`config.mk`:
```
export PLATFORM = sky130hd
export DESIGN_NAME = pixel_gap_filler
export DESIGN_NICKNAME = d
export VERILOG_FILES = /design/src/rtl/pixel_filling_pkg.sv /design/src/rtl/pixel_filling_addr_gen.sv /design/src/rtl/pixel_gap_filler.sv
export SDC_FILE = /design/constraint.sdc
export NUM_CORES = 1
export LEC_CHECK = 0
export BUFFER_PORTS_ARGS = -buffer_cell sky130_fd_sc_hd__buf_4
export CAP_MARGIN = 25
export CORE_ASPECT_RATIO = 1.4
export CORE_MARGIN = 4
export CORE_UTILIZATION = 52
export CTS_CLUSTER_SIZE = 20
export DETAILED_ROUTE_END_ITERATION = 10
export PLACE_DENSITY = 0.75
export SLEW_MARGIN = 20
export SYNTH_ARGS = -nofsm -noshare
export SYNTH_HDL_FRONTEND = slang
export SYNTH_SLANG_ARGS = --single-unit
```
`constraint.sdc`:
```
create_clock -name clk_div_by_two -period 3.4 [get_ports clk_div_by_two]
set_input_delay 0.34 -clock clk_div_by_two [delete_from_list [all_inputs] [get_ports clk_div_by_two]]
set_output_delay 0.34 -clock clk_div_by_two [all_outputs]
set_load 0.02 [all_outputs]
```
`src/rtl/pixel_filling_pkg.sv`:
```
// Shared types and helpers for the in-place pixel gap filler.
// State encoding, scan-direction constants and a width helper.
package pixel_filling_pkg;

  typedef enum logic [2:0] {
    IDLE,
    ADDR_C,
    ADDR_A,
    ADDR_B,
    EVAL,
    WRITE,
    DONE
  } state_t;

  localparam logic DIR_X = 1'b0;
  localparam logic DIR_Y = 1'b1;

  function automatic int unsigned clog2(input int unsigned v);
    int unsigned r;
    int unsigned x;
    r = 0;
    x = 1;
    while (x < v) begin
      x = x << 1;
      r = r + 1;
    end
    return (r == 0) ? 1 : r;
  endfunction

endpackage

```
`src/rtl/pixel_filling_addr_gen.sv`:
```
// Centre/neighbour address generator for the gap filler scan.
// Tracks the centre index, its column and the direction latched at start.
module pixel_filling_addr_gen
  import pixel_filling_pkg::*;
#(
  parameter int unsigned IMG_WIDTH    = 320,
  parameter int unsigned IMG_HEIGHT   = 240,
  parameter int unsigned MARGIN_LINES = 7,
  parameter int unsigned ADDR_W       = 18
) (
  input  logic              clk,
  input  logic              reset,
  input  logic              start,
  input  logic              step,
  input  logic              dir_sel,
  output logic [ADDR_W-1:0] c,
  output logic [ADDR_W-1:0] c_nxt,
  output logic [ADDR_W-1:0] a,
  output logic [ADDR_W-1:0] b,
  output logic              skip,
  output logic              skip_nxt,
  output logic              last
);

  localparam int unsigned COL_W = clog2(IMG_WIDTH);
  localparam logic [ADDR_W-1:0] S =
    ADDR_W'(MARGIN_LINES * IMG_WIDTH);
  localparam logic [ADDR_W-1:0] E =
    ADDR_W'((IMG_HEIGHT - MARGIN_LINES) * IMG_WIDTH - 1);
  localparam logic [ADDR_W-1:0] W = ADDR_W'(IMG_WIDTH);
  localparam logic [COL_W-1:0] COL_LAST = COL_W'(IMG_WIDTH - 1);

  logic [COL_W-1:0] col;
  logic [COL_W-1:0] col_nxt;
  logic             dir;
  logic             dir_nxt;

  function automatic logic is_edge(
    input logic             d,
    input logic [COL_W-1:0] k
  );
    return (d == DIR_X) && ((k == '0) || (k == COL_LAST));
  endfunction

  // S is a whole number of lines, so a pass always starts in column 0
  always_comb begin
    c_nxt   = c;
    col_nxt = col;
    dir_nxt = dir;
    if (start) begin
      c_nxt   = S;
      col_nxt = '0;
      dir_nxt = dir_sel;
    end else if (step) begin
      c_nxt   = c + ADDR_W'(1);
      col_nxt = (col == COL_LAST) ? '0 : col + COL_W'(1);
    end
  end

  assign a        = (dir == DIR_Y) ? c - W : c - ADDR_W'(1);
  assign b        = (dir == DIR_Y) ? c + W : c + ADDR_W'(1);
  assign skip     = is_edge(dir, col);
  assign skip_nxt = is_edge(dir_nxt, col_nxt);
  assign last     = (c == E);

  always_ff @(posedge clk) begin
    if (reset) begin
      c   <= '0;
      col <= '0;
      dir <= DIR_X;
    end else begin
      c   <= c_nxt;
      col <= col_nxt;
      dir <= dir_nxt;
    end
  end

endmodule

```
`src/rtl/pixel_gap_filler.sv`:
```
// In-place X/Y gap filler over the frame RAM active region.
// PIXEL_FILLING_TRISTATE_EN: release the RAM bus to Z while not enabled.
module pixel_gap_filler
  import pixel_filling_pkg::*;
#(
  parameter int unsigned       IMG_WIDTH    = 320,
  parameter int unsigned       IMG_HEIGHT   = 240,
  parameter int unsigned       MARGIN_LINES = 7,
  parameter int unsigned       ADDR_W       = 18,
  parameter int unsigned       DATA_W       = 32,
  parameter logic [DATA_W-1:0] FILL_VALUE   = DATA_W'(1)
) (
  input  logic              clk_div_by_two,
  input  logic              reset,
  input  logic              enable_pixel_filling,
  input  logic              direction,
  input  logic [DATA_W-1:0] data_read,
  output logic              wren,
  output logic [ADDR_W-1:0] address,
  output logic [DATA_W-1:0] data_write,
  output logic              pixel_filling_done,
  output logic [ADDR_W-1:0] fill_count
);

  state_t state;
  state_t state_d;

  logic [ADDR_W-1:0] addr_q;
  logic [ADDR_W-1:0] addr_d;
  logic              wren_q;
  logic              wren_d;
  logic [DATA_W-1:0] wdata_q;
  logic [DATA_W-1:0] wdata_d;
  logic              done_d;
  logic [DATA_W-1:0] cen_q;
  logic [DATA_W-1:0] a_q;

  logic start;
  logic step;
  logic count_inc;
  logic cen_ld;
  logic a_ld;
  logic fill;

  logic [ADDR_W-1:0] c;
  logic [ADDR_W-1:0] c_nxt;
  logic [ADDR_W-1:0] a;
  logic [ADDR_W-1:0] b;
  logic              skip;
  logic              skip_nxt;
  logic              last;

  pixel_filling_addr_gen #(
    .IMG_WIDTH   (IMG_WIDTH),
    .IMG_HEIGHT  (IMG_HEIGHT),
    .MARGIN_LINES(MARGIN_LINES),
    .ADDR_W      (ADDR_W)
  ) u_addr_gen (
    .clk     (clk_div_by_two),
    .reset   (reset),
    .start   (start),
    .step    (step),
    .dir_sel (direction),
    .c       (c),
    .c_nxt   (c_nxt),
    .a       (a),
    .b       (b),
    .skip    (skip),
    .skip_nxt(skip_nxt),
    .last    (last)
  );

  // B arrives on data_read during EVAL; centre and A were latched earlier
  assign fill = (cen_q != FILL_VALUE) &&
                (a_q == FILL_VALUE) &&
                (data_read == FILL_VALUE);

  always_comb begin
    state_d   = state;
    start     = 1'b0;
    step      = 1'b0;
    count_inc = 1'b0;
    cen_ld    = 1'b0;
    a_ld      = 1'b0;
    if (!enable_pixel_filling) begin
      state_d = IDLE;
    end else begin
      unique case (state)
        IDLE: begin
          start   = 1'b1;
          state_d = ADDR_C;
        end
        ADDR_C: begin
          if (skip) begin
            step    = !last;
            state_d = last ? DONE : ADDR_C;
          end else begin
            state_d = ADDR_A;
          end
        end
        ADDR_A: begin
          cen_ld  = 1'b1;
          state_d = ADDR_B;
        end
        ADDR_B: begin
          a_ld    = 1'b1;
          state_d = EVAL;
        end
        EVAL: begin
          if (fill) begin
            count_inc = 1'b1;
            state_d   = WRITE;
          end else begin
            step    = !last;
            state_d = last ? DONE : ADDR_C;
          end
        end
        WRITE: begin
          step    = !last;
          state_d = last ? DONE : ADDR_C;
        end
        DONE: state_d = DONE;
        default: state_d = IDLE;
      endcase
    end
  end

  // Bus outputs are registered from the state being entered
  always_comb begin
    addr_d  = '0;
    wren_d  = 1'b0;
    wdata_d = '0;
    done_d  = 1'b0;
    unique case (state_d)
      ADDR_C: addr_d = skip_nxt ? '0 : c_nxt;
      ADDR_A: addr_d = a;
      ADDR_B: addr_d = b;
      WRITE: begin
        addr_d  = c;
        wren_d  = 1'b1;
        wdata_d = FILL_VALUE;
      end
      DONE:    done_d = 1'b1;
      default: addr_d = '0;
    endcase
  end

  always_ff @(posedge clk_div_by_two) begin
    if (reset) begin
      state              <= IDLE;
      addr_q             <= '0;
      wren_q             <= 1'b0;
      wdata_q            <= '0;
      pixel_filling_done <= 1'b0;
      fill_count         <= '0;
      cen_q              <= '0;
      a_q                <= '0;
    end else begin
      state              <= state_d;
      addr_q             <= addr_d;
      wren_q             <= wren_d;
      wdata_q            <= wdata_d;
      pixel_filling_done <= done_d;
      if (start)
        fill_count <= '0;
      else if (count_inc)
        fill_count <= fill_count + ADDR_W'(1);
      if (cen_ld)
        cen_q <= data_read;
      if (a_ld)
        a_q <= data_read;
    end
  end

`ifdef PIXEL_FILLING_TRISTATE_EN
  assign address    = enable_pixel_filling ? addr_q  : 'z;
  assign data_write = enable_pixel_filling ? wdata_q : 'z;
  assign wren       = enable_pixel_filling ? wren_q  : 1'bz;
`else
  assign address    = addr_q;
  assign data_write = wdata_q;
  assign wren       = wren_q;
`endif

endmodule

```
Word level (Yosys, flattened, before mapping). Cells that the tools add are included.

Flip-flop bits (word level): 165. Logic and storage cells: 78. Bits of input ports: 36. Output and inout port bits: 70.

Reduce and logical (&&, ||, !) cells: 11. Add/subtract/negate cells: 6. Bitwise logic cells: 2. Equal/unequal tests: 17. Mux-type cells: 31.

Operators by type and width (count): $mux W18 (5); $pmux W18 S4 (1); $eq A32 B1 Y1 const B (2); $add A18 B1 Y18 const B (2); $ne A32 B1 Y1 const B (1); $mux W9 (3); $pmux W3 S7 (1); $add A18 B9 Y18 const B (1); $eq A18 B17 Y1 const B (1); $eq A9 B9 Y1 const B (2); $logic_not A9 Y1 (2); $sub A18 B1 Y18 const B (1); $sub A18 B9 Y18 const B (1); $mux W1 (16); $eq A3 B3 Y1 const B (5); $eq A3 B2 Y1 const B (4); $mux W3 (4); $add A9 B1 Y9 const B (1); $eq A3 B1 Y1 const B (2); $logic_and A1 B1 Y1 (4); $logic_not A3 Y1 (1); $pmux W1 S3 (1); $logic_or A1 B1 Y1 (2); $not A1 Y1 (2); other kinds (2) (2).

Longest topological paths before layout. Gate-level depths: netlist (run 1).

Word-level depth: 13. Mapped depth: 14. Gate-level depth less buffers: 12.

By module. Synthesis (run 1) repeated with hierarchy kept, for this count alone.

Cell total of the unflattened synthesis: 997. Area total of the unflattened synthesis: 7623.6 µm².

Modules (own cells, without submodules): pixel_gap_filler (seq. area each 2102.0 µm², cells an instance 670, instances 1, area an instance 5142.4 µm²); pixel_filling_addr_gen (seq. area each 560.5 µm², cells an instance 327, instances 1, area an instance 2481.1 µm²).

Worst setup path after synthesis (run 1). Ideal clock, no wire load.

Path kind: register -> register. From: reg u_addr_gen.c[10]. To: reg addr_q[16], in the netlist address[16]. Slack: 111 ps. Buffers on the path: 1. Arrival time: 3159 ps. Clock period less this slack: 3289 ps. Library setup time: 131 ps. Cell stages (with the launch flop): 11. Data required time: 3269 ps. Cell sequence: dfxtp_1 -> clkbuf_1 -> or3_1 -> or3_1 -> or2_2 -> a31oi_2 -> mux2_2 -> or4_1 -> mux2_4 -> o21ai_4 -> o22ai_1.

Cells in the longest elaborated chain, start to end: 12. Elaborated cells on any way between the ends: 31. Classes of those cells: add/sub (4); eq/ne (6); mux (17); reduce/logical (4).

Ends and longest elaborated chain: from (decl) (line pixel_filling_addr_gen.sv:16) `output logic [ADDR_W-1:0] c,`; from (signal assigned) (line pixel_filling_addr_gen.sv:72) `c <= c_nxt;`; $eq A18 B17 Y1 (line pixel_filling_addr_gen.sv:64) `assign last = (c == E);`; $logic_not A1 Y1 (line pixel_gap_filler.sv:95, pixel_gap_filler.sv:114, pixel_gap_filler.sv:119); $mux W1, on equally long branches (line pixel_gap_filler.sv:110, pixel_gap_filler.sv:94); $pmux W1 S3 (line pixel_gap_filler.sv:88) `unique case (state)`; $mux W1 (line pixel_gap_filler.sv:85) `if (!enable_pixel_filling) begin`; $mux W9 (line pixel_filling_addr_gen.sv:54) `end else if (step) begin`; $mux W9 (line pixel_filling_addr_gen.sv:50) `if (start) begin`; $eq A9 B9 Y1 or $logic_not A9 Y1 (tied branches) (line pixel_filling_addr_gen.sv:42) `return (d == DIR_X) && ((k == '0) || (k == COL_LAST));`; $logic_or A1 B1 Y1 (line pixel_filling_addr_gen.sv:42); $logic_and A1 B1 Y1 (line pixel_filling_addr_gen.sv:42); $mux W18 (line pixel_gap_filler.sv:135) `ADDR_C: addr_d = skip_nxt ? '0 : c_nxt;`; $pmux W18 S4 (*) (line pixel_gap_filler.sv:134) `unique case (state_d)`; to (signal assigned) (line pixel_gap_filler.sv:160) `addr_q <= addr_d;`; to (decl) (line pixel_gap_filler.sv:28) `logic [ADDR_W-1:0] addr_q;`.

Mark *: on every way between the ends. The rest lies on a longest branch, timed or not. A chain may end at the register's enable or synchronous reset.

Worst setup path after layout (run 1).
From: reg u_addr_gen.col[0]. To: reg addr_q[0], in the netlist address[0].

Cells in the longest elaborated chain, start to end: 13. Elaborated cells on any way between the ends: 26. Classes of those cells: add/sub (1); eq/ne (6); mux (13); reduce/logical (6).

Ends and longest elaborated chain: from (decl) (line pixel_filling_addr_gen.sv:33) `logic [COL_W-1:0] col;`; from (signal assigned) (line pixel_filling_addr_gen.sv:73) `col <= col_nxt;`; $eq A9 B9 Y1 or $logic_not A9 Y1 (tied branches) (line pixel_filling_addr_gen.sv:42, pixel_filling_addr_gen.sv:56); $logic_or A1 B1 Y1 (line pixel_filling_addr_gen.sv:42); $logic_and A1 B1 Y1 (line pixel_filling_addr_gen.sv:42); $mux W1 (line pixel_gap_filler.sv:94) `if (skip) begin`; $pmux W1 S3 (line pixel_gap_filler.sv:88); $mux W1 (line pixel_gap_filler.sv:85); $mux W9 (line pixel_filling_addr_gen.sv:54); $mux W9 (line pixel_filling_addr_gen.sv:50); $eq A9 B9 Y1 or $logic_not A9 Y1 (tied branches) (line pixel_filling_addr_gen.sv:42); $logic_or A1 B1 Y1 (line pixel_filling_addr_gen.sv:42); $logic_and A1 B1 Y1 (line pixel_filling_addr_gen.sv:42); $mux W18 (line pixel_gap_filler.sv:135); $pmux W18 S4 (*) (line pixel_gap_filler.sv:134).

Marks and branches as above.

==> out/qor.csv, run 1 <==
stage,metric,value,unit
status,result of the run,"complete, no violations",
sta,Setup-failing EPs final,0,
finish,area growth from synthesis to final layout,23.9,%
routing,Routed WL,19000,µm
routing,iteration-0 DRC count of the detailed router,334,
sta,final worst slack,0.0803,ns
place,detailed-placement wirelength estimate,13700,µm
setup_path,Worst Setup Path Type,reg -> reg,
setup_path,Crit path max-delay family,compound AO/OA/AOI/OAI gates,
setup_path,Worst Path Arrival,3.60,ns
routing,average wire per standard cell,16.3,µm
clocking,CTS root buf,sky130_fd_sc_hd__clkbuf_16,
clocking,H-Tree Depth,4,
floorplan,Horiz. Die Dim,106,µm
yosys,count of state elements after synthesis,133,
setup_path,crit path launch type,flop,
finish,number of diodes,0,
sta,Tightest Pin Transition,0.758,ns
setup_path,number of cell instances on the worst register-to-register path,11,
routing,antenna-violating nets left,0,
clocking,hold buffer count at CTS,0,
setup_path,maximum fanout count along the critical path,6,
grt,initial antenna violation count,0,
floorplan,number of core rows,49,
sta,min Tclk post-route,3.32,ns
setup_path,delay of the slowest cell on the worst path,0.47,ns
worst_hold_path,hold path cells,3,
grt,gr usage total,24.5,%
setup_path,worst reg2reg endpoint,address[0],
yosys,area of the mapped netlist,7010,µm²
setup_path,cell chain of the critical path,ha_1 -> nand2_1 -> or3_1 -> a211o_1 -> a21oi_2 -> a2bb2oi_1 -> mux2_2 -> or4_1 -> mux2_4 -> o21ai_4 -> a211oi_1,
yosys,count of synthesis-stage warnings from yosys,0,
setup_path,required time at the worst-slack endpoint,3.68,ns
worst_hold_path,start point of the worst hold path,data_read[22],
sta,RSZ-0062 raised after global routing,yes,
power,highest ir drop seen on vdd,0.000261,V
sta,achievable clock frequency,301,MHz
finish,fraction of final layout cells sized beyond drive strength 1,21.5,%
floorplan,area of the die,15400,µm²
routing,average vias per placed instance,5.64,
sta,Max Clock Skew,0.00761,ns
clocking,Clock Latency Late Sink,0.42,ns
sta,ratio of final minimum period to clock period,97.6,%
setup_path,slowest CP cell,sky130_fd_sc_hd__or4_1,
yosys,syn avg cell area,8.09,µm²
setup_path,Crit. End Element,flop,
grt,via count of the first global-routing pass,6362,
place,PortBufs,74,
place,gp weighted congestion,0.927,
power,power density relative to cell area,418,nW/µm²
routing,count of vias placed by the detailed router,6599,
worst_hold_path,type of the most critical hold path,in -> reg,
clocking,clock net sink count,133,
worst_hold_path,Worst Hold Endpoint,cen_q[22],
grt,Overflow after GRT,0,
job,Max-Cap Viols,0,
power,Final Total Pwr,3.63,mW
clocking,CTS buffer count,17,
yosys,Post-synth top flop,sky130_fd_sc_hd__dfxtp_1,
power,Static Leak,3.31,nW
yosys,Synth cell types,75,
floorplan,io pins,106,
yosys,post-synthesis instance total,867,
place,pre-CTS WS,-0.0835,ns
setup_path,R2R Path Start,u_addr_gen.col[0],
yosys,sequential share of the synthesized area,38.0,%
grt,global-route wire length before repair,30700,µm
yosys,Post-synth ARST share,0,%
sta,count of final max-slew check failures,0,
yosys,number of enable-type register cells in the synthesized netlist,0,
finish,count of fill cells added during filler insertion,1096,
grt,pin count of the biggest net entering global routing,75,
routing,drc violations,0,
setup_path,Crit path buffers/inverters,0,
setup_path,register-to-register setup slack,0.08,ns
clocking,TritonCTS clock tree,yes,
routing,drt pass-1 iters,5,
clocking,Longest Clk Path Bufs,2,
floorplan,initial standard-cell utilization of the core,53.7,%
floorplan,area of the placeable core,13100,µm²
floorplan,vertical die dimension,145,µm
finish,layout net count,1024,
clocking,"Reg clk slew, reported paths",0.05,ns
sta,slew margin rel.,49.5,%
sta,final hold viol count,0,
cell usage in the layout, fill, tap and decap left out, types with 5 or more instances in the layout:
master,instances
sky130_fd_sc_hd__buf_4,146
sky130_fd_sc_hd__dfxtp_1,133
sky130_fd_sc_hd__nand2_1,115
sky130_fd_sc_hd__nor2_1,98
sky130_fd_sc_hd__a21oi_1,64
sky130_fd_sc_hd__mux2i_1,39
sky130_fd_sc_hd__conb_1,31
sky130_fd_sc_hd__o21ai_0,30
sky130_fd_sc_hd__nand3_1,28
sky130_fd_sc_hd__nor4_1,24
sky130_fd_sc_hd__xnor2_1,22
sky130_fd_sc_hd__xor2_1,18
sky130_fd_sc_hd__clkbuf_16,17
sky130_fd_sc_hd__inv_1,14
sky130_fd_sc_hd__or3_1,13
sky130_fd_sc_hd__nand4_1,13
sky130_fd_sc_hd__and3_1,11
sky130_fd_sc_hd__nand2b_1,9
sky130_fd_sc_hd__nor2b_1,9
sky130_fd_sc_hd__nor3_1,8
sky130_fd_sc_hd__a21o_1,8
sky130_fd_sc_hd__nor3b_1,7
sky130_fd_sc_hd__and2_1,6
sky130_fd_sc_hd__o31ai_1,6
sky130_fd_sc_hd__ha_1,6
sky130_fd_sc_hd__clkbuf_1,6
sky130_fd_sc_hd__nor4b_1,5
sky130_fd_sc_hd__or4_1,5
sky130_fd_sc_hd__a211oi_1,5
sky130_fd_sc_hd__a31oi_1,5
sky130_fd_sc_hd__mux2_2,5
sky130_fd_sc_hd__o22ai_1,5
sequential cells by signal (all words and copies together), names as in the netlist:
signal              count
u_addr_gen.dir          1
a_q                    32
u_addr_gen.col          9
pixel_filling_done      1
cen_q                  32
address                18
state                   3
data_write              1
u_addr_gen.c           18
fill_count             18
Yosys cell counts, types with 9 or more instances:
| library cell | n | area, µm² |
|---|---|---|
| sky130_fd_sc_hd__nor4_1 | 27 | 169 |
| sky130_fd_sc_hd__o21ai_0 | 30 | 150 |
| sky130_fd_sc_hd__nand2b_1 | 9 | 56.3 |
| sky130_fd_sc_hd__and3_1 | 11 | 68.8 |
| sky130_fd_sc_hd__mux2i_1 | 39 | 390 |
| sky130_fd_sc_hd__xor2_1 | 18 | 158 |
| sky130_fd_sc_hd__a21oi_1 | 65 | 325 |
| sky130_fd_sc_hd__xnor2_1 | 22 | 193 |
| sky130_fd_sc_hd__nand4_1 | 13 | 81.3 |
| sky130_fd_sc_hd__nand3_1 | 28 | 140 |
| sky130_fd_sc_hd__inv_1 | 14 | 52.6 |
| sky130_fd_sc_hd__or3_1 | 13 | 81.3 |
| sky130_fd_sc_hd__nor2b_1 | 9 | 56.3 |
| sky130_fd_sc_hd__clkbuf_1 | 43 | 161 |
| sky130_fd_sc_hd__nand2_1 | 115 | 432 |
| sky130_fd_sc_hd__nor2_1 | 98 | 368 |
| sky130_fd_sc_hd__buf_4 | 36 | 270 |
| sky130_fd_sc_hd__dfxtp_1 | 133 | 2660 |
| sky130_fd_sc_hd__nor3_1 | 9 | 45.0 |
final cells by class:
cell class	count	area, µm²	area share, %
multi-input cells	663	4030	46.4
flip-flops and latches	133	2660	30.6
repair buffers	150	1160	13.4
clock buffers	25	475	5.47
well taps	178	223	2.56
clock inverters	5	75.1	0.864
inverters	15	56.3	0.648
worst max path at each step:
stage | depth (start not counted) | to | slack (ns) | from
floorplan | 10 | address[16] | 0.11 | u_addr_gen.c[10]
global placement | 13 | address[16] | -0.04 | data_read[28]
detailed placement | 11 | address[3] | -0.08 | data_read[5]
CTS | 11 | address[3] | 0.01 | cen_q[23]
global route | 11 | address[2] | -0.009 | u_addr_gen.c[0]
finish | 11 | address[0] | 0.08 | u_addr_gen.col[0]
logic make-up (layout without fill, tap and decap cells):
kind of cell               Yosys count  count (layout)  share of synthesized area [%]
buffers and inverters              102             195                           7.55
and+or+nand+nor                    374             374                           26.2
muxes                               46              46                           6.90
AOI/OAI and AO/OA                  163             164                           14.9
xor gates and xnor gates            40              40                           5.00
other                                1              31                         0.0535
DFF                                133             133                           38.0
adders and majority gates            8               8                           1.43
per-layer routing:
layer  wire length (µm)  global-route usage, %
met3               1030                   5.95
met2              10100                   44.4
met4                549                   10.4
met5                  0                      0
met1               7310                   26.7
per-stage QoR:
step	hold WS (ns)	std cells	utilization [%]	setup TNS, ns	instance area, µm²
detailed placement	0.447	1137	61.6	-0.424	8040
floorplan	0.432	897	-	0	7130
global placement	0.441	1136	61.4	-0.116	8020
CTS	0.165	1167	65.8	0	8590
finish	0.182	1169	66.5	0	8690
global route	0.171	1169	66.5	-0.00931	8690
report_power, final:
group	leakage (nW)	total [mW]	internal, mW	switching (mW)
Combinational	1.96	0.316	0.121	0.195
Clock	0.271	1.73	1.10	0.627
Sequential	1.07	1.58	1.57	0.00917
Total	3.31	3.63	2.80	0.831
tightest hold or removal path: cells and delay by family:
kind | cells | cell delay (ns)
buffers and inverters | 1 | 0.09
muxes | 1 | 0.06
and+or+nand+nor | 1 | 0.07
repair_timing:
| action | CTS | global route |
|---|---|---|
| setup endpoints to repair | 3 | 39 |
| gates cloned | 0 | 1 |
| pin swaps | 0 | 6 |
| setup buffers | 0 | 1 |
| resized for setup | 1 | 17 |
(Power assumes the default switching activity.)
==> run 2: changes to the inputs <==
--- a/config.mk
+++ b/config.mk
@@ -9,7 +9,7 @@
 export CAP_MARGIN = 25
 export CORE_ASPECT_RATIO = 1.4
 export CORE_MARGIN = 4
-export CORE_UTILIZATION = 52
+export CORE_UTILIZATION = 55
 export CTS_CLUSTER_SIZE = 20
 export DETAILED_ROUTE_END_ITERATION = 10
 export PLACE_DENSITY = 0.75
==> constraint.sdc (replaced) <==
create_clock -name clk_div_by_two -period 4 [get_ports clk_div_by_two]
set_input_delay 0.4 -clock clk_div_by_two [delete_from_list [all_inputs] [get_ports clk_div_by_two]]
set_output_delay 0.4 -clock clk_div_by_two [all_outputs]
set_load 0.02 [all_outputs]
==> out/qor.csv, run 2 (synthesis gave the netlist of run 1 again) <==
stage,metric,value,unit
status,result of the run,"complete, no violations",
setup_path,cell chain of the critical path,ha_1 -> nor4b_1 -> nand4_1 -> nand2_1 -> a211oi_1 -> o21ba_2 -> mux2_2 -> or4_1 -> mux2_4 -> o21ai_4 -> o22ai_1,
grt,initial antenna violation count,0,
sta,Tightest Pin Transition,0.934,ns
routing,drt pass-1 iters,4,
grt,global-route wire length before repair,28700,µm
floorplan,initial standard-cell utilization of the core,56.4,%
floorplan,area of the die,14600,µm²
routing,average wire per standard cell,16.5,µm
finish,"leading cell types in the layout, fill and taps excluded","sky130_fd_sc_hd__dfxtp_1, sky130_fd_sc_hd__nand2_1, sky130_fd_sc_hd__nor2_1",
finish,area growth from synthesis to final layout,16.9,%
place,PortBufs,74,
routing,count of vias placed by the detailed router,6248,
sta,ratio of final minimum period to clock period,92.3,%
floorplan,Horiz. Die Dim,103,µm
clocking,CTS buffer count,17,
floorplan,io pins,106,
setup_path,delay of the slowest cell on the worst path,0.51,ns
sta,slew margin rel.,37.2,%
clocking,TritonCTS clock tree,yes,
clocking,clock net sink count,133,
finish,fraction of final layout cells sized beyond drive strength 1,16.2,%
sta,achievable clock frequency,271,MHz
setup_path,Crit path buffers/inverters,0,
sta,min Tclk post-route,3.69,ns
clocking,Post-CTS Setup Inserts,0,
finish,utilization after layout,66.0,%
place,placed cells,1056,
floorplan,number of core rows,48,
grt,gr usage total,24.7,%
job,Max-Cap Viols,0,
clocking,CTS root buf,sky130_fd_sc_hd__clkbuf_16,
sta,summed negative setup slack over all endpoints,0,ns
setup_path,Crit path max-delay family,simple AND/OR/NAND/NOR gates,
grt,pin count of the biggest net entering global routing,76,
sta,final hold viol count,0,
setup_path,maximum fanout count along the critical path,9,
routing,iteration-0 DRC count of the detailed router,194,
clocking,Longest Clk Path Bufs,2,
sta,WHS,0.237,ns
setup_path,source of the critical timing path,u_addr_gen.c[1],
place,pre-CTS WS,0.221,ns
power,highest ir drop seen on vdd,0.000263,V
worst_hold_path,start point of the worst hold path,data_read[0],
finish,"most common cell after layout, fill and taps aside",sky130_fd_sc_hd__dfxtp_1,
setup_path,required time at the worst-slack endpoint,4.27,ns
sta,final worst slack,0.310,ns
finish,number of cells in the finished layout apart from fillers,1088,
clocking,"Reg clk slew, reported paths",0.06,ns
clocking,H-Tree Depth,4,
sta,Max Clock Skew,0.0112,ns
setup_path,crit path launch type,flop,
place,detailed-placement wirelength estimate,12900,µm
routing,drc violations,0,
clocking,hold buffer count at CTS,0,
setup_path,slowest CP cell,sky130_fd_sc_hd__or4_1,
floorplan,area of the placeable core,12400,µm²
finish,layout net count,969,
routing,antenna-violating nets left,0,
setup_path,Crit. End Element,flop,
finish,number of diodes,0,
setup_path,R2R Path Start,u_addr_gen.c[1],
setup_path,Worst Setup Path Type,reg -> reg,
sta,count of final max-slew check failures,0,
finish,Regs by FF count,"a_q x32, cen_q x32",
place,gp weighted congestion,0.906,
power,Static Leak,3.03,nW
sta,Setup-failing EPs final,0,
worst_hold_path,type of the most critical hold path,in -> reg,
floorplan,vertical die dimension,142,µm
sta,RSZ-0062 raised after global routing,no,
setup_path,Worst Path Arrival,3.96,ns
grt,via count of the first global-routing pass,6087,
routing,average vias per placed instance,5.74,
power,power density relative to cell area,380,nW/µm²
routing,Routed WL,18000,µm
clocking,Clock Latency Late Sink,0.42,ns
grt,Overflow after GRT,0,
-- run 2: final timing paths --
check / end / slack, ns / depth (start not counted)
setup / recovery: address[16] / 0.31 / 11
hold / removal: cen_q[0] / 0.24 / 3
setup reg to reg: address[16] / 0.31 / 11
hold reg to reg: a_q[8] / 0.46 / 2
-- run 2: metrics by stage --
stage                     power, mW  cell area, µm²
final                          3.12            8200
after global routing           3.22            8200
after CTS                      3.14            8200
after detailed placement       1.61            7610
after global placement         1.61            7580
after floorplan                1.55            7130
-- run 2: tightest hold or removal path: cells and delay by family --
| kind | cells | cell delay, ns |
|---|---|---|
| buf+inv | 1 | 0.09 |
| mux | 1 | 0.06 |
| simple gates | 1 | 0.07 |
-- run 2: report_power, final --
group | switching (mW) | total (mW) | internal (mW) | leakage [nW]
Sequential | 0.0110 | 1.35 | 1.34 | 1.07
Combinational | 0.154 | 0.239 | 0.0841 | 1.68
Clock | 0.596 | 1.53 | 0.938 | 0.279
-- run 2: layout make-up --
type / count / area, µm²
flip-flops and latches: 133 / 2660
clock inverters: 14 / 153
well taps: 150 / 188
inverters: 15 / 56.3
clock buffers: 18 / 439
fillers: 1085 / 4230
repair buffers: 96 / 753
multi-input cells: 662 / 3950
-- run 2: repair_timing --
item	4_1_cts	5_1_grt
endpoints found under the hold margin	0	0
resized for setup	0	1
endpoints found under the setup margin	0	8
-- run 2: layer usage --
layer,part of all wire [%],wire [µm],track usage [%],vias to the layer above
met1,39,7000,27.3,2894
li1,-,-,-,3105
met3,5.1,925,5.31,52
met2,52,9350,43.4,197
met4,3.9,698,12.3,0
met5,0,0,0,-
==> run 3: changes to the inputs <==
--- a/config.mk
+++ b/config.mk
@@ -8,11 +8,10 @@
 export BUFFER_PORTS_ARGS = -buffer_cell sky130_fd_sc_hd__buf_4
 export CAP_MARGIN = 25
 export CORE_ASPECT_RATIO = 1.4
-export CORE_MARGIN = 4
-export CORE_UTILIZATION = 55
+export CORE_UTILIZATION = 60
 export CTS_CLUSTER_SIZE = 20
 export DETAILED_ROUTE_END_ITERATION = 10
-export PLACE_DENSITY = 0.75
+export PLACE_DENSITY = 0.81
 export SLEW_MARGIN = 20
 export SYNTH_ARGS = -nofsm -noshare
 export SYNTH_HDL_FRONTEND = slang
==> constraint.sdc (replaced) <==
create_clock -name clk_div_by_two -period 4 [get_ports clk_div_by_two]
set_input_delay 0.4 -clock clk_div_by_two [delete_from_list [all_inputs] [get_ports clk_div_by_two]]
set_output_delay 0.4 -clock clk_div_by_two [all_outputs]
set_load 0.1 [all_outputs]
==> out/qor.csv, run 3 (synthesis gave the netlist of run 1 again) <==
stage,metric,value,unit
status,result of the run,"complete, no violations",
setup_path,Worst Setup Path Type,reg -> reg,
floorplan,area of the die,12100,µm²
floorplan,number of core rows,46,
grt,initial antenna violation count,0,
place,placed cells,1047,
clocking,Longest Clk Path Bufs,2,
sta,RSZ-0062 raised after global routing,no,
worst_hold_path,Worst Hold Endpoint,a_q[5],
setup_path,maximum fanout count along the critical path,25,
place,PortBufs,74,
finish,number of diodes,0,
sta,achievable clock frequency,270,MHz
finish,utilization after layout,71.7,%
sta,summed negative setup slack over all endpoints,0,ns
floorplan,area of the placeable core,11300,µm²
routing,count of vias placed by the detailed router,6522,
sta,min Tclk post-route,3.71,ns
sta,Tightest Pin Transition,0.931,ns
power,Sw Share,25.5,%
finish,"most common cell after layout, fill and taps aside",sky130_fd_sc_hd__dfxtp_1,
floorplan,Horiz. Die Dim,93.4,µm
sta,slew margin rel.,37.5,%
finish,layout net count,966,
clocking,cts repair resizes,0,
power,part of the total power dissipated in sequential elements,42.4,%
routing,drc violations,0,
power,power density relative to cell area,392,nW/µm²
place,post-detailed-placement cell area,7560,µm²
routing,antenna-violating nets left,0,
sta,WHS,0.245,ns
clocking,"Reg clk slew, reported paths",0.05,ns
sta,Max Clock Skew,0.00806,ns
clocking,Clock Latency Late Sink,0.42,ns
clocking,CTS buffer count,17,
grt,gr usage total,31.4,%
routing,drt pass-1 iters,5,
routing,average vias per placed instance,6.07,
setup_path,register-to-register setup slack,0.29,ns
setup_path,R2R Path Start,cen_q[17],
setup_path,Worst Path Arrival,3.98,ns
setup_path,number of cell instances on the worst register-to-register path,10,
finish,Regs by FF count,"a_q x32, cen_q x32",
sta,final worst slack,0.292,ns
finish,fraction of final layout cells sized beyond drive strength 1,15.4,%
sta,Setup-failing EPs final,0,
power,Static Leak,3.01,nW
worst_hold_path,start point of the worst hold path,data_read[5],
power,Final Total Pwr,3.19,mW
clocking,TritonCTS clock tree,yes,
worst_hold_path,type of the most critical hold path,in -> reg,
place,pre-CTS WS,0.285,ns
finish,number of cells in the finished layout apart from fillers,1075,
grt,via count of the first global-routing pass,6434,
clocking,clock net sink count,133,
job,Max-Cap Viols,0,
power,power share of the combinational group,10.9,%
setup_path,required time at the worst-slack endpoint,4.27,ns
setup_path,crit path launch type,flop,
setup_path,Crit. End Element,flop,
floorplan,initial standard-cell utilization of the core,61.9,%
place,detailed-placement wirelength estimate,13100,µm
sta,final hold viol count,0,
power,Internal Pwr Total,2.38,mW
finish,area growth from synthesis to final layout,16.0,%
power,highest ir drop seen on vdd,0.000257,V
routing,average wire per standard cell,17.4,µm
clocking,H-Tree Depth,4,
sta,count of final max-slew check failures,0,
finish,final cell area excluding filler cells,8130,µm²
grt,pin count of the biggest net entering global routing,76,
setup_path,worst reg2reg endpoint,cen_q[22],
routing,iteration-0 DRC count of the detailed router,369,
floorplan,vertical die dimension,130,µm
clocking,CTS root buf,sky130_fd_sc_hd__clkbuf_16,
sta,ratio of final minimum period to clock period,92.7,%
grt,global-route wire length before repair,30000,µm
worst_hold_path,hold path cells,3,
power,clock share of power,46.7,%
routing,Routed WL,18700,µm
floorplan,io pins,106,
grt,Overflow after GRT,0,
finish,"leading cell types in the layout, fill and taps excluded","sky130_fd_sc_hd__dfxtp_1, sky130_fd_sc_hd__nand2_1, sky130_fd_sc_hd__nor2_1",
place,gp weighted congestion,0.960,
clocking,hold buffer count at CTS,0,
power,switching pwr,811,µW
clocking,Post-CTS Setup Inserts,0,
run 3: cell types whose count changed in the layout (fill, tap and decap cells not counted), moves of 2 or more:
| cell | delta |
|---|---|
| sky130_fd_sc_hd__clkbuf_8 | +6 |
| sky130_fd_sc_hd__clkinv_4 | -4 |
| sky130_fd_sc_hd__buf_4 | -3 |
| sky130_fd_sc_hd__inv_6 | -2 |
| sky130_fd_sc_hd__clkinvlp_4 | -3 |
run 3: area by class of cell:
| cell class | count | area (µm²) |
|---|---|---|
| Clock buffer | 25 | 526 |
| Tap cell | 144 | 180 |
| Multi-Input combinational cell | 662 | 3950 |
| Sequential cell | 133 | 2660 |
| Clock inverter | 3 | 42.5 |
| Inverter | 15 | 56.3 |
| Fill cell | 874 | 3210 |
| Timing Repair Buffer | 93 | 718 |
run 3: power groups by stage:
stage	registers (mW)	logic, mW	clock network [mW]
finish	1.35	0.347	1.49
global route	1.35	0.364	1.57
CTS	1.35	0.342	1.50
detailed placement	1.38	0.341	0
global placement	1.38	0.336	0
floorplan	1.38	0.274	0
run 3: worst max path at each step:
stage                                 from           to  slack [ns]
after floorplan           u_addr_gen.c[10]  address[16]        0.71
after global placement        data_read[7]  address[16]        0.30
after detailed placement     data_read[28]   address[0]        0.29
after CTS                        cen_q[17]   address[5]        0.34
after global routing             cen_q[17]    cen_q[28]        0.17
final                            cen_q[17]    cen_q[22]        0.29
run 3: worst max-delay path: stages (launching register included):
cell,delay [ns]
sky130_fd_sc_hd__dfxtp_1,0.33
sky130_fd_sc_hd__nor4_1,0.43
sky130_fd_sc_hd__nand4_1,0.26
sky130_fd_sc_hd__o2111a_1,0.40
sky130_fd_sc_hd__a211oi_1,0.50
sky130_fd_sc_hd__o31ai_1,0.23
sky130_fd_sc_hd__a2111oi_4,0.42
sky130_fd_sc_hd__and2_2,0.39
sky130_fd_sc_hd__buf_12,0.25
sky130_fd_sc_hd__mux2i_1,0.25
sky130_fd_sc_hd__nor2_1,0.06
run 3: metal layers:
metal  wire length [µm]  global-route usage, %  vias up
met5                  0                      0        -
met4                799                   17.7        0
met3               1050                   6.29       65
met2              10000                   58.3      249
met1               6820                   32.7     3131
li1                   -                      -     3077
